File: src/rtl/dec_syndrome_pkg.sv
// Shared Reed-Solomon definitions: field and code parameters, GF(2^m)
// arithmetic helpers, and the decoder front-end beat geometry.
package dec_syndrome_pkg;

    // Field and code parameters shared by encoder and decoder.
    localparam int              EGF_DIM     = 8;
    localparam logic [EGF_DIM:0] EGF_PRI_POL = 9'h11D;
    localparam int              RSC_COD_LEN = 255;
    localparam int              RSC_PAR_LEN = 32;
    localparam int              RSC_FCR     = 0;

    // Decoder beat geometry: the first beat carries the remainder symbols.
    localparam int DEC_SYM     = 8;
    localparam int DEC_REM     = RSC_COD_LEN % DEC_SYM;
    localparam int DEC_BEATS   = (RSC_COD_LEN + DEC_SYM - 1) / DEC_SYM;
    localparam int DEC_FIRST_K = (DEC_REM == 0) ? DEC_SYM : DEC_REM;
    localparam int DEC_CNT_W   = (DEC_BEATS > 1) ? $clog2(DEC_BEATS) : 1;

    typedef logic [EGF_DIM-1:0]                  egf_sym_t;
    typedef logic [DEC_SYM-1:0][EGF_DIM-1:0]     dec_beat_t;
    typedef logic [RSC_PAR_LEN-1:0][EGF_DIM-1:0] dec_syn_t;

    // Shift-and-add multiply in GF(2^m), reducing by the primitive polynomial.
    function automatic egf_sym_t egf_mul(input egf_sym_t a, input egf_sym_t b);
        egf_sym_t prod;
        egf_sym_t mcand;
        prod  = '0;
        mcand = a;
        for (int i = 0; i < EGF_DIM; i++) begin
            if (b[i]) prod = prod ^ mcand;
            if (mcand[EGF_DIM-1])
                mcand = {mcand[EGF_DIM-2:0], 1'b0} ^ EGF_PRI_POL[EGF_DIM-1:0];
            else
                mcand = {mcand[EGF_DIM-2:0], 1'b0};
        end
        return prod;
    endfunction

    // alpha^e_in; only evaluated at elaboration time for constant coefficients.
    function automatic egf_sym_t egf_pow(input int unsigned e_in);
        egf_sym_t    res;
        int unsigned e;
        res = egf_sym_t'(1);
        e   = e_in % ((1 << EGF_DIM) - 1);
        for (int unsigned k = 0; k < e; k++) res = egf_mul(res, egf_sym_t'(2));
        return res;
    endfunction

endpackage

File: src/rtl/dec_syndrome_if.sv
// Beat input and syndrome output handshakes of the syndrome front end.
interface dec_syndrome_if;
    import dec_syndrome_pkg::*;

    logic      in_valid;
    logic      in_ready;
    dec_beat_t in_data;
    logic      syn_valid;
    logic      syn_ready;
    dec_syn_t  syn_data;
    logic      syn_zero;

    // Upstream source of beats and downstream sink of syndromes.
    modport master (
        output in_valid, in_data, syn_ready,
        input  in_ready, syn_valid, syn_data, syn_zero
    );

    // The syndrome calculator itself.
    modport slave (
        input  in_valid, in_data, syn_ready,
        output in_ready, syn_valid, syn_data, syn_zero
    );

endinterface

File: src/rtl/dec_syn_step.sv
// One Horner step over a whole beat for all 2t syndromes:
// acc_j' = acc_j * a^((FCR+j)*K) ^ sum_i data[i] * a^((FCR+j)*i).
// On the first beat the accumulator is dropped and only the low lanes count.
module dec_syn_step
    import dec_syndrome_pkg::*;
(
    input  dec_syn_t  acc_i,
    input  dec_beat_t data_i,
    input  logic      first_i,
    output dec_syn_t  acc_o
);

    for (genvar j = 0; j < RSC_PAR_LEN; j++) begin : g_syn
        localparam egf_sym_t MUL_K = egf_pow((RSC_FCR + j) * DEC_SYM);

        egf_sym_t part [DEC_SYM+1];

        // Carried term: previous accumulator advanced by one full beat.
        assign part[0] = first_i ? '0 : egf_mul(acc_i[j], MUL_K);

        for (genvar i = 0; i < DEC_SYM; i++) begin : g_lane
            localparam egf_sym_t LANE_C    = egf_pow((RSC_FCR + j) * i);
            localparam bit       ALWAYS_ON = (i < DEC_FIRST_K);

            // Lanes above the remainder are ignored on the partial first beat.
            assign part[i+1] = part[i] ^
                ((ALWAYS_ON || !first_i) ? egf_mul(data_i[i], LANE_C) : '0);
        end

        assign acc_o[j] = part[DEC_SYM];
    end

endmodule

File: src/rtl/dec_syndrome.sv
// Reed-Solomon syndrome front end: accumulates a codeword beat by beat
// (highest degree first) and hands the 2t syndromes plus a zero flag
// downstream through a valid/ready handshake.
module dec_syndrome
    import dec_syndrome_pkg::*;
(
    input logic           clk,
    input logic           rst_n,
    dec_syndrome_if.slave bus
);

    logic [DEC_CNT_W-1:0] beat_cnt_q, beat_cnt_d;
    dec_syn_t             acc_q, acc_d;
    logic                 syn_valid_q, syn_valid_d;
    dec_syn_t             syn_data_q, syn_data_d;
    logic                 syn_zero_q, syn_zero_d;

    logic     in_ready;
    logic     beat_fire;
    logic     first_beat;
    logic     last_beat;
    dec_syn_t acc_nxt;

    // Any beat stalls while a finished set waits, so only one codeword is in flight.
    assign in_ready   = !(syn_valid_q && !bus.syn_ready);
    assign beat_fire  = bus.in_valid && in_ready;
    assign first_beat = (beat_cnt_q == '0);
    assign last_beat  = (beat_cnt_q == DEC_CNT_W'(DEC_BEATS - 1));

    dec_syn_step u_step (
        .acc_i   (acc_q),
        .data_i  (bus.in_data),
        .first_i (first_beat),
        .acc_o   (acc_nxt)
    );

    // Next-state: advance on each accepted beat, publish on the last one.
    always_comb begin
        // NOTE: every _d starts from its hold value so no branch can infer a latch.
        beat_cnt_d  = beat_cnt_q;
        acc_d       = acc_q;
        syn_valid_d = syn_valid_q;
        syn_data_d  = syn_data_q;
        syn_zero_d  = syn_zero_q;

        if (bus.syn_ready) syn_valid_d = 1'b0;

        if (beat_fire) begin
            acc_d      = acc_nxt;
            beat_cnt_d = last_beat ? '0 : beat_cnt_q + DEC_CNT_W'(1);
            if (last_beat) begin
                syn_valid_d = 1'b1;
                syn_data_d  = acc_nxt;
                syn_zero_d  = (acc_nxt == '0);
            end
        end
    end

    // State registers; a reset discards any partially received codeword.
    always_ff @(posedge clk or negedge rst_n) begin
        if (!rst_n) begin
            beat_cnt_q  <= '0;
            // NOTE: the wide data registers are reset too, so the output bus is
            // defined from the first cycle rather than left as power-up garbage.
            acc_q       <= '0;
            syn_valid_q <= 1'b0;
            syn_data_q  <= '0;
            syn_zero_q  <= 1'b0;
        end else begin
            // NOTE: non-blocking assignments so every flop samples pre-edge values.
            beat_cnt_q  <= beat_cnt_d;
            acc_q       <= acc_d;
            syn_valid_q <= syn_valid_d;
            syn_data_q  <= syn_data_d;
            syn_zero_q  <= syn_zero_d;
        end
    end

    assign bus.in_ready  = in_ready;
    assign bus.syn_valid = syn_valid_q;
    assign bus.syn_data  = syn_data_q;
    assign bus.syn_zero  = syn_zero_q;

endmodule

File: src/flat_wrapper.sv
// flat-port wrapper written by rule: the top's interface ports become plain ports
module dec_syndrome_flat import dec_syndrome_pkg::*;
  (clk, rst_n, bus_in_valid, bus_in_data, bus_syn_ready, bus_in_ready, bus_syn_valid, bus_syn_data, bus_syn_zero);
  dec_syndrome_if bus_i ();
  input logic clk;
  input logic rst_n;
  input wire logic [$bits(bus_i.in_valid)-1:0] bus_in_valid;
  input wire logic [$bits(bus_i.in_data)-1:0] bus_in_data;
  input wire logic [$bits(bus_i.syn_ready)-1:0] bus_syn_ready;
  output wire logic [$bits(bus_i.in_ready)-1:0] bus_in_ready;
  output wire logic [$bits(bus_i.syn_valid)-1:0] bus_syn_valid;
  output wire logic [$bits(bus_i.syn_data)-1:0] bus_syn_data;
  output wire logic [$bits(bus_i.syn_zero)-1:0] bus_syn_zero;
  assign bus_i.in_valid = bus_in_valid;
  assign bus_i.in_data = bus_in_data;
  assign bus_i.syn_ready = bus_syn_ready;
  assign bus_in_ready = bus_i.in_ready;
  assign bus_syn_valid = bus_i.syn_valid;
  assign bus_syn_data = bus_i.syn_data;
  assign bus_syn_zero = bus_i.syn_zero;
  dec_syndrome u_core (.clk(clk), .rst_n(rst_n), .bus(bus_i));
endmodule
File: config.mk
export PLATFORM = sky130hd
export DESIGN_NAME = dec_syndrome_flat
export DESIGN_NICKNAME = d
export VERILOG_FILES = /design/src/rtl/dec_syndrome_pkg.sv /design/src/rtl/dec_syndrome_if.sv /design/src/rtl/dec_syn_step.sv /design/src/rtl/dec_syndrome.sv /design/src/flat_wrapper.sv
export SDC_FILE = /design/constraint.sdc
export NUM_CORES = 2
export LEC_CHECK = 0
export CAP_MARGIN = 10
export CELL_PAD_IN_SITES_DETAIL_PLACEMENT = 1
export CELL_PAD_IN_SITES_GLOBAL_PLACEMENT = 1
export CORE_MARGIN = 4
export CORE_UTILIZATION = 53
export CTS_CLUSTER_SIZE = 8
export DETAILED_ROUTE_END_ITERATION = 10
export HOLD_SLACK_MARGIN = 0.08
export PLACE_DENSITY = 0.9
export SYNTH_ARGS = -nofsm -noshare
export SYNTH_HDL_FRONTEND = slang
export SYNTH_SLANG_ARGS = --single-unit
File: constraint.sdc
create_clock -name clk -period 13.63 [get_ports clk]
set_clock_uncertainty 0.1 [all_clocks]
set_input_delay 1.363 -clock clk [delete_from_list [all_inputs] [get_ports clk]]
set_output_delay 1.363 -clock clk [all_outputs]
set_load 0.02 [all_outputs]
==> results.json, run 1 <==
{
  "grt_usage_pct": 86.5,
  "root_buffer": "clkbuf_16",
  "place_congestion": 1.69,
  "post-dp-hpwl_um": 300000,
  "cts-hold-fix-buffers": 0,
  "die-width_um": 343,
  "syn_area_per_cell_um2": 9.78,
  "grt_max_degree": 201,
  "yosysSeqAreaShare_pct": 21.9,
  "cts.sinks": 519,
  "status": "stopped before the end",
  "htreeDepth": 3,
  "fp.dieH_um": 343,
  "synth_cells": 6077,
  "synth_cell_types": 46,
  "synth_edf_count": 0,
  "synthArstFlopShare_pct": 100,
  "cts_setup_buffers": 0,
  "dp_cells": 7801,
  "stop_stage": "global routing (5_1_grt)",
  "grt_pass1_vias": 72372,
  "start_util_pct": 53.6,
  "clockBufferDepth": 3,
  "error": "[ERROR GRT-0116] Global routing finished with congestion. Check the congestion regions in the DRC Viewer.",
  "synth_nets": 6148,
  "yosys_warnings": 0,
  "synthFlopType": "dfrtp_1",
  "cts_resized": 0,
  "syn_area_mm2": 0.0594,
  "ios": 327,
  "cts_buffers": 76,
  "grt_pass1_wl_um": 712000,
  "port_buffers": 326,
  "synth-seq-cells": 519,
  "row_count": 122,
  "grt_overflow": 2556
}
==> through the flow <==
stage | cell area [µm²] | setup WS, ns | hold slack, ns
after floorplan | 59400 | 8.29 | 0.348
after global placement | 65200 | 5.99 | 0.359
after detailed placement | 65300 | 5.74 | 0.362
after CTS | 67400 | 6.21 | 0.383
==> cell usage after synthesis, types with 2 or more instances <==
cell type / n / area (µm²)
a21oi_1: 3 / 15.0
clkbuf_1: 150 / 563
or4bb_1: 2 / 22.5
nand2_1: 1491 / 5600
or4b_2: 3 / 30.0
or3b_2: 2 / 17.5
buf_1: 70 / 263
and2_1: 3 / 18.8
xor3_1: 54 / 1280
dfrtp_1: 519 / 13000
and4_1: 3 / 26.3
xnor2_4: 6 / 165
xor2_2: 13 / 211
ha_1: 3 / 37.5
nand2b_1: 2 / 12.5
and4b_1: 3 / 30.0
buf_2: 89 / 445
xnor3_1: 494 / 11100
xnor2_2: 45 / 732
or4b_1: 3 / 30.0
and3_1: 2 / 12.5
o21ai_0: 77 / 385
xor2_4: 3 / 82.6
xnor2_1: 2126 / 18600
nor2_1: 219 / 822
nor4b_1: 13 / 114
or4_1: 12 / 90.1
inv_1: 4 / 15.0
nand4b_1: 2 / 17.5
buf_4: 13 / 97.6
nand4_1: 10 / 62.6
nor4_1: 21 / 131
or2_2: 2 / 12.5
nor3_1: 8 / 40.0
clkinv_1: 3 / 11.3
nor3b_1: 4 / 30.0
xor2_1: 591 / 5180
==> kinds of logic after synthesis <==
logic type | count (synthesis) | share of synthesized area [%]
AND/OR/NAND/NOR | 1808 | 12.0
AO/OA/AOI/OAI | 83 | 0.724
adder cells (fa/ha/maj) | 3 | 0.0632
XOR/XNOR | 3333 | 63.0
buffers and inverters | 331 | 2.37
flip-flops | 519 | 21.9
==> layer usage <==
metal / overflow / global-route usage (%)
met1: 246 / 83.9
met2: 1376 / 96.5
met3: 223 / 81.8
met4: 682 / 82.5
met5: 29 / 73.4
==> run 2: changes to the inputs <==
- CELL_PAD_IN_SITES_DETAIL_PLACEMENT: 1 -> default
- CELL_PAD_IN_SITES_GLOBAL_PLACEMENT: 1 -> default
- CORE_UTILIZATION: 53 -> 40
- CTS_CLUSTER_SIZE: 8 -> default
- HOLD_SLACK_MARGIN: 0.08 -> default
- PLACE_DENSITY: 0.9 -> default
- PLACE_DENSITY_LB_ADDON: default -> 0.15
==> run 2 against run 1 <==
Compared with the run above:
- the flow now finishes, with violations (capacitance limit, slew limit)
- synthesized cell count unchanged
- synthesized area unchanged
==> results.json, run 2 <==
{
  "ant_nets": 0,
  "post-dp-hpwl_um": 364000,
  "htreeDepth": 2,
  "wire_per_inst_um": 52.7,
  "nets": 6591,
  "drt-initial-drc-count": 10225,
  "final.setup.tns_ns": 0,
  "synthArstFlopShare_pct": 100,
  "critPathMaxFanout": 12,
  "cts_resized": 0,
  "vias": 54730,
  "critPathLaunchType": "primary input",
  "insertion_delay_ns": 0.71,
  "die-width_um": 393,
  "synth_cell_types": 46,
  "worstSetupPathType": "in -> reg",
  "start_util_pct": 40.2,
  "reg2reg_slack_ns": 5.95,
  "grt_overflow": 0,
  "drv_slew": 33,
  "wirelength_um": 450000,
  "worstPathRequired_ns": 14.14,
  "port_buffers": 326,
  "first_pass_iters": 9,
  "drive_above_1_share_pct": 10.7,
  "yosys_warnings": 0,
  "drc": 0,
  "relSlewSlack_pct": -5.68,
  "root_buffer": "clkbuf_16",
  "layout_common_cells": "xnor2_1, nand2_1, xor2_1",
  "synth_edf_count": 0,
  "syn_area_mm2": 0.0594,
  "fin_crit_sh_pct": 58.7,
  "antenna_found_initial": 51,
  "synth_cells": 6077,
  "cts-hold-fix-buffers": 0,
  "grt_pass1_wl_um": 557000,
  "syn_area_per_cell_um2": 9.78,
  "synth_top_cell_area_share_pct": 31.3,
  "drv_cap": 12,
  "post-synth-top-count-cell": "xnor2_1",
  "period_needed_ns": 7.99,
  "synth_nets": 6148,
  "cts.clk_slew.worst_paths_ns": 0.07,
  "cts_setup_buffers": 0,
  "tritoncts": "built",
  "grt_setup_unrepaired": "no",
  "fp.coreArea_mm2": 0.148,
  "synth-seq-cells": 519,
  "final_common_cell": "xnor2_1",
  "synth_area_leader_cell": "xnor2_1",
  "grt_usage_pct": 56.3,
  "ios": 327,
  "violations": "capacitance limit, slew limit",
  "status": "complete, but fails checks",
  "end_kind": "flip-flop",
  "ys_top_cells_by_area": "xnor2_1, dfrtp_1, xnor3_1, nand2_1, xor2_1",
  "synthFlopType": "dfrtp_1",
  "max_freq_mhz": 125,
  "cts.sinks": 519,
  "row_count": 141,
  "die_area_mm2": 0.155,
  "grt_max_degree": 183,
  "hold_viol_final": 0,
  "hp-class": "reg -> reg",
  "place_congestion": 1.26,
  "yosysSeqAreaShare_pct": 21.9,
  "cts_buffers": 61,
  "final-setup-viol-count": 0,
  "synth_common_cells": "xnor2_1, nand2_1, xor2_1",
  "fp.dieH_um": 393,
  "clockBufferDepth": 3,
  "grt_pass1_vias": 49274,
  "arrival_ns": 8.50,
  "area_growth_pct": 18.0,
  "viasPerCell": 6.41,
  "worstMarginPinSlew_ns": 1.58
}
run 2: cell counts after synthesis:
No cell type changed its count.
run 2: worst max-delay path: stages:
cell and delay [ns]:
clkdlybuf4s50_1 0.95, xnor2_2 0.91, xnor2_2 0.44, buf_4 0.34, xnor2_1 0.78, xnor2_1 0.16
xnor2_1 1.06, xnor2_1 0.49, or4b_1 0.59, or4b_1 0.69, or4_1 0.48, o41ai_2 0.20
run 2: metal layers:
metal / wire length, µm / global-route usage, % / up-vias / share of wire (%)
met2: 167000 / 72.7 / 5929 / 37
met5: 1010 / 3.35 / - / 0.22
met3: 74700 / 35.4 / 1808 / 17
li1: - / - / 19839 / -
met1: 155000 / 63.0 / 27105 / 34
met4: 52300 / 49.6 / 49 / 12
run 2: layout make-up:
cell class                 instances  area (µm²)
fill                           13837       77600
multi-input combinational       5227       46200
sequential                       519       13000
timing repair buffer             703        6170
tap                             1930        2410
clock buffer                      76        1670
clock inverter                    37         497
antenna                           41         103
inverter                           8        30.0
run 2: final timing paths:
path,startpoint,end,depth (start not counted)
max,bus_in_data[19],u_core.bus.syn_zero$_DFFE_PN0P_,12
min,u_core.bus.syn_data[67]$_DFFE_PN0P_,u_core.bus.syn_data[67]$_DFFE_PN0P_,2
max reg2reg,u_core.beat_cnt_q[0]$_DFFE_PN0P_,u_core.bus.syn_zero$_DFFE_PN0P_,16
min reg2reg,u_core.bus.syn_data[67]$_DFFE_PN0P_,u_core.bus.syn_data[67]$_DFFE_PN0P_,2
max in group asynchronous,rst_n,u_core.bus.syn_data[5]$_DFFE_PN0P_,4
min in group asynchronous,rst_n,u_core.beat_cnt_q[0]$_DFFE_PN0P_,1
run 2: cells by family (layout without fill, tap and decap cells):
group           after synthesis  after routing  synth area share [%]
simple gates               1808           1808                  12.0
compound gates               83             83                 0.724
fa+ha+maj                     3              3                0.0632
xor+xnor                   3333           3333                  63.0
flops                       519            519                  21.9
other cells                   0             41                     0
buf+inv                     331            824                  2.37
run 2: per-stage QoR:
stage / instance area, µm² / utilization, % / std cells / setup WS, ns / hold slack [ns]
2_1_floorplan: 59400 / - / 6077 / 8.29 / 0.348
3_3_place_gp: 67400 / 45.7 / 8362 / 4.78 / 0.360
3_5_place_dp: 67600 / 45.8 / 8371 / 5.13 / 0.362
4_1_cts: 69800 / 47.3 / 8484 / 5.87 / 0.379
5_1_grt: 70000 / 47.4 / 8504 / 5.99 / 0.396
6_report: 70100 / 47.5 / 8541 / 5.64 / 0.375
Power of run 2 is left out: the tool's default activity adds up to more than one toggle a clock period on the data nets, which glitch-free logic cannot reach.
